===== config.mk =====
export PLATFORM = sky130hd
export DESIGN_NAME = ripple_down_timer
export DESIGN_NICKNAME = d
export VERILOG_FILES = /design/src/rtl/ripple_down_timer.sv
export SDC_FILE = /design/constraint.sdc
export NUM_CORES = 1
export LEC_CHECK = 0
export ABC_CLOCK_PERIOD_IN_PS = 1700
export CAP_MARGIN = 20
export CELL_PAD_IN_SITES_DETAIL_PLACEMENT = 2
export CELL_PAD_IN_SITES_GLOBAL_PLACEMENT = 2
export CORE_MARGIN = 2
export CORE_UTILIZATION = 25
export DETAILED_ROUTE_END_ITERATION = 16
export PLACE_DENSITY = 0.71
export SLEW_MARGIN = 20
export SYNTH_ARGS = -nofsm -noshare
export SYNTH_HDL_FRONTEND = slang
export SYNTH_SLANG_ARGS = --single-unit

===== constraint.sdc =====
create_clock -name clk -period 1.7 [get_ports clk]
set_clock_uncertainty 0.05 [all_clocks]
set_input_delay 0.17 -clock clk [delete_from_list [all_inputs] [get_ports clk]]
set_output_delay 0.17 -clock clk [all_outputs]
set_load 0.01 [all_outputs]

===== src/rtl/ripple_down_timer.sv =====
// ripple_down_timer: programmable WIDTH-bit down-counter/timer.
// Loads a value on start, counts to zero, pulses tc at terminal count, then
// either stops in DONE (one-shot) or reloads and keeps running (auto_reload).
// Optional build macro RIPPLE_DOWN_TIMER_PRESCALE_EN adds a tick input that
// gates the decrement and terminal-count action while running.
module ripple_down_timer #(
  parameter int unsigned WIDTH = 3
) (
  input  logic             clk,
  input  logic             reset,
`ifdef RIPPLE_DOWN_TIMER_PRESCALE_EN
  input  logic             tick,
`endif
  input  logic             start,
  input  logic [WIDTH-1:0] load_val,
  input  logic             auto_reload,
  input  logic             pause,
  output logic [WIDTH-1:0] count,
  output logic             busy,
  output logic             tc,
  output logic             done
);

  typedef enum logic [1:0] {
    IDLE = 2'd0,
    RUN  = 2'd1,
    DONE = 2'd2
  } state_t;

  state_t           state_q;
  state_t           state_d;
  logic [WIDTH-1:0] reload_q;
  logic [WIDTH-1:0] reload_d;
  logic [WIDTH-1:0] count_d;
  logic             tc_d;
  logic             step;

  // Count-enable: prescaler tick when built with it, otherwise every cycle
`ifdef RIPPLE_DOWN_TIMER_PRESCALE_EN
  assign step = tick;
`else
  assign step = 1'b1;
`endif

  // State register
  always_ff @(posedge clk) begin
    if (reset) begin
      state_q <= IDLE;
    end else begin
      state_q <= state_d;
    end
  end

  // Next-state logic: start restarts from any state, pause/no-step holds
  always_comb begin
    state_d = state_q;
    case (state_q)
      IDLE, DONE: begin
        if (start) begin
          state_d = RUN;
        end
      end
      RUN: begin
        if (start) begin
          state_d = RUN;
        end else if (pause || !step) begin
          state_d = RUN;
        end else if (count == '0) begin
          state_d = auto_reload ? RUN : DONE;
        end
      end
      default: state_d = IDLE;
    endcase
  end

  // Output/datapath next values: load, decrement, terminal-count action
  always_comb begin
    count_d  = count;
    reload_d = reload_q;
    tc_d     = 1'b0;
    case (state_q)
      IDLE, DONE: begin
        if (start) begin
          count_d  = load_val;
          reload_d = load_val;
        end else begin
          count_d = '0;
        end
      end
      RUN: begin
        if (start) begin
          count_d  = load_val;
          reload_d = load_val;
        end else if (!pause && step) begin
          if (count != '0) begin
            count_d = count - WIDTH'(1);
          end else begin
            tc_d    = 1'b1;
            count_d = auto_reload ? reload_q : '0;
          end
        end
      end
      default: begin
        count_d = '0;
      end
    endcase
  end

  // Registered outputs and reload value; busy/done track the next state
  always_ff @(posedge clk) begin
    if (reset) begin
      count    <= '0;
      reload_q <= '0;
      tc       <= 1'b0;
      busy     <= 1'b0;
      done     <= 1'b0;
    end else begin
      count    <= count_d;
      reload_q <= reload_d;
      tc       <= tc_d;
      busy     <= (state_d == RUN);
      done     <= (state_d == DONE);
    end
  end

endmodule


======== After elaboration in Yosys (flattened, before gate mapping) ========
Index checks and enable logic that the tools add are counted.
word-level totals
  input bits .............................. 8
  output and inout port bits .............. 6
  flip-flop bits (word level) ............. 11
  logic and storage cells ................. 33
operators by class
  eq/ne operators ......................... 5
  bitwise logic cells ..................... 1
  muxes and demuxes ....................... 13
  reductions and logical operators ........ 7
  add/sub/neg operators ................... 1
operators by type and width
  kind                   number
  $mux W3                5
  $mux W2                5
  $pmux W3 S2            1
  $eq A2 B1 Y1 const B   2
  $eq A2 B2 Y1 const B   2
  $pmux W2 S2            1
  $reduce_or A4 Y1       1
  $logic_not A3 Y1       1
  $ne A3 B3 Y1 const B   1
  $reduce_bool A3 Y1     1
  $reduce_or A3 Y1       1
  $sub A3 B1 Y3 const B  1
  $logic_not A2 Y1       1
  $reduce_and A2 Y1      1
  $reduce_or A2 Y1       1
  $mux W1                1
  $not A1 Y1             1

======== Depth between registers and ports, before layout ========
  depth after elaboration ................. 6
  depth in mapped cells ................... 6
  depth with buffers taken out ............ 6

======== Least setup slack after synthesis ========
Ideal clock, no wire load.
  kind .................................... reg2reg
  start ................................... register count[0]
  end ..................................... register count[0]
  path buffers ............................ 0
  path slack .............................. 172 ps
  clock period less this slack ............ 1,528 ps
  data required time ...................... 1,516 ps
  stages on the path, launching flop included .. 7
  data arrival time ....................... 1,344 ps
  setup time .............................. 134 ps
  path through ............................ dfxtp_1 inv_1 ha_1 ha_1 and3_1 o31ai_1 a211oi_1
on the way
  longest elaborated chain between the ends .. 5
  elaborated cells on any way between the ends .. 6
  those cells by class .................... 1 x add/sub; 4 x mux; 1 x reduce/logical
RTL lines
  item                                                 line    source
  from (decl)                                          18      output logic [WIDTH-1:0] count,
  from (signal assigned)                               118     count <= count_d;
  $sub A3 B1 Y3 or $reduce_bool A3 Y1 (tied branches)  96, 95
  $mux W3 (*)                                          95      if (count != '0) begin
  $mux W3 (*)                                          94      end else if (!pause && step) begin
  $mux W3 (*)                                          91      if (start) begin
  $pmux W3 S2 (*)                                      81      case (state_q)
Every way passes the cells marked *; elsewhere a longest branch is shown, timed or not. The select of a mux whose other input is x is not followed.
A chain may end at the register's enable or synchronous reset.

======== Final worst setup path ========
  start ................................... register count[0]
  end ..................................... register count[1]
The elaborated chain is that of the path after synthesis.

==> results by group <==
Outcome
  • Status: finished clean

Global route
  • First-pass GRT wire length: 2300 um
  • Global route overflow: 0
  • Vias in the first global route: around 500
  • Antenna violations before repair: 0
  • Pin count of the biggest net entering global routing: 8
  • Gr usage total: between 10% and 20%

Synth
  • Async SR Flop Fraction: 0%
  • Post-synthesis net count: 66
  • Sequential area share after synthesis: a little over two fifths
  • Post-synth top area cell: dfxtp_1
  • Synth area leaders: dfxtp_1 (44%), nor2_1 (6.7%), a21oi_1 (5.0%), ha_1 (5.0%), a211oi_1 (4.5%)
  • Flops & latches, synth: 11
  • Post-synthesis cell type count: 20
  • Syn. warnings: 0
  • Most frequent cell after synthesis: dfxtp_1
  • Post-synth EDFFs: 0
  • Dominant synthesized flop cell: dfxtp_1
  • Mean Syn Cell Area: ~9.0 um2
  • Mapped Area: about 500 um2
  • Commonest cells in the netlist: dfxtp_1 (11), nor2_1 (9), nand2_1 (6)
  • Cells after Synth: 56
  • Yosys top cell area share: about 44%

Finish
  • Layout Utilization: 37.0%
  • Post-route cell area: slightly above 700 um2
  • Multi-input logic area: ~280 um2
  • Share of cells above drive strength 1: ~16%
  • Area delta synth->final: 41.5%
  • Layout fillers: about 230
  • Diode count: 0
  • Nets@finish: 85
  • FF/Latch Area: 220 um2

Clock tree
  • Reg clk slew, reported paths: around 0.070 ns
  • CTS tree: yes
  • Maximum clock insertion buffer count: 2
  • H-tree lvl count: 1
  • Sink Count: 11
  • CTS hold repair buffers: 0
  • Clk root buf: clkbuf_4
  • Clk Latency, worst-skew pair: between 0.2 and 0.3 ns
  • CTS Buf Count: 3

Min path
  • Worst min path class: reg -> reg

Setup path
  • Worst-path fanout max: 5
  • Crit path capture type: flip-flop
  • Data required, critical path: 1.83 ns
  • WS Path Type: reg -> reg
  • CP arrival: between 1.5 and 2 ns
  • CP Launch Type: flip-flop

Pwr
  • Tot Pwr: 570 uW
  • Leakage: roughly 0.28 nW
  • Maximum resistive drop on vdd: 0.000291 V
  • Pwr dens: ~800 nW/um2

Run
  • Max-cap violations: 0

STA
  • Final Hold Viols: 0
  • Peak Freq: between 0.6 and 0.7 GHz
  • Setup violators final: 0
  • Slew @ Worst Pin: 0.322 ns
  • Normalized max-slew margin: between 70% and 80%
  • Hold slack: between 0.4 and 0.5 ns
  • TNS Setup: 0 ns
  • Final worst path period share: roughly 92%
  • Min Tclk post-route: ~1.6 ns
  • RSZ-0062 raised after global routing: false
  • Slew Limit Fails: 0

Die
  • Starting Density: a little over a quarter
  • Site row count: 16
  • Total die area: 2390 um2
  • Die height: 48.9 um
  • Die width: about 49 um
  • Core Region: ~1900 um2
  • Ports: 14

Routing
  • Routed Antenna Nets: 0
  • WL final: about 1300 um
  • DRC violations left: 0
  • Drt pass-1 iters: 3
  • Routed WL per cell: 12.9 um
  • Initial DRC count: 2
  • Total number of vias: 484
  • Vias/cell: between 4 and 5

Placed design
  • Cell Area, Placed: a little under 700 um2
  • Post-DP HPWL: around 1100 um
  • Port bufs: 13
  • Final GP Congestion: 0.720
## repair_timing
item,CTS,global route
gates resized for setup,0,2
setup buffers,0,0
setup endpoints to repair,0,2
## cells in the final DEF, fill, tap and decap left out, types with 2 or more instances in the layout
| master | netlist | final |
|---|---|---|
| clkdlybuf4s50_1 | 0 | 13 |
| dfxtp_1 | 11 | 11 |
| nor2_1 | 9 | 9 |
| nand2_1 | 6 | 6 |
| a21oi_1 | 5 | 5 |
| inv_1 | 3 | 3 |
| and3_1 | 3 | 3 |
| a211oi_1 | 3 | 3 |
| clkbuf_4 | 0 | 3 |
| o31ai_1 | 3 | 2 |
| buf_4 | 0 | 2 |
## worst paths after layout
| kind | start | endpoint | slack (ns) | cells past startpoint |
|---|---|---|---|---|
| setup / recovery | count[0] | count[1] | 0.13 | 7 |
| hold reg to reg | reload_q[0] | reload_q[0] | 0.41 | 2 |
| setup reg to reg | count[0] | count[1] | 0.13 | 7 |
| hold / removal | reload_q[0] | reload_q[0] | 0.41 | 2 |
## cell type report
cell class	instances	area share (%)
sequential	11	30.9
clock buffer	4	3.69
timing repair buffer	15	20.4
inverter	3	1.58
multi-input combinational	41	38.7
tap	27	4.75
## critical path, cell delays in order, from the launching register on
cell	delay (ns)
dfxtp_1	0.37
inv_1	0.06
ha_1	0.19
ha_2	0.21
buf_4	0.15
nor2_1	0.12
o31ai_1	0.08
a211oi_1	0.25
## cell families after synthesis
kind of cell / Yosys count / share of synthesized area [%]
simple gates: 25 / 29.4
buf+inv: 4 / 2.98
flops: 11 / 43.8
compound gates: 14 / 18.9
fa+ha+maj: 2 / 4.97
## where the power goes
group	leakage, nW	switching [mW]	internal, mW	total, mW
sequential	0.0904	0.0102	0.271	0.281
clock	0.0150	0.0870	0.0907	0.178
combinational	0.174	0.0512	0.0591	0.110
total	0.279	0.148	0.421	0.570
## per-stage QoR
step | setup WS [ns] | std cells
2_1_floorplan | 0.172 | 56
3_3_place_gp | 0.102 | 97
3_5_place_dp | 0.0702 | 97
4_1_cts | 0.0495 | 101
5_1_grt | 0.0411 | 101
6_report | 0.134 | 101
## registers in the layout (all words and copies together) (netlist names)
register and cells:
count 3, tc 1, busy 1, reload_q 3, done 1, state_q 2
## metal layers
metal / vias up / track usage (%) / part of all wire (%)
li1: 233 / - / -
met1: 237 / 14.4 / 44
met2: 10 / 21.9 / 50
met3: 4 / 3.68 / 2.8
met4: 0 / 8.57 / 2.6
met5: - / 0 / 0
Power figures use the tool's default switching activity.
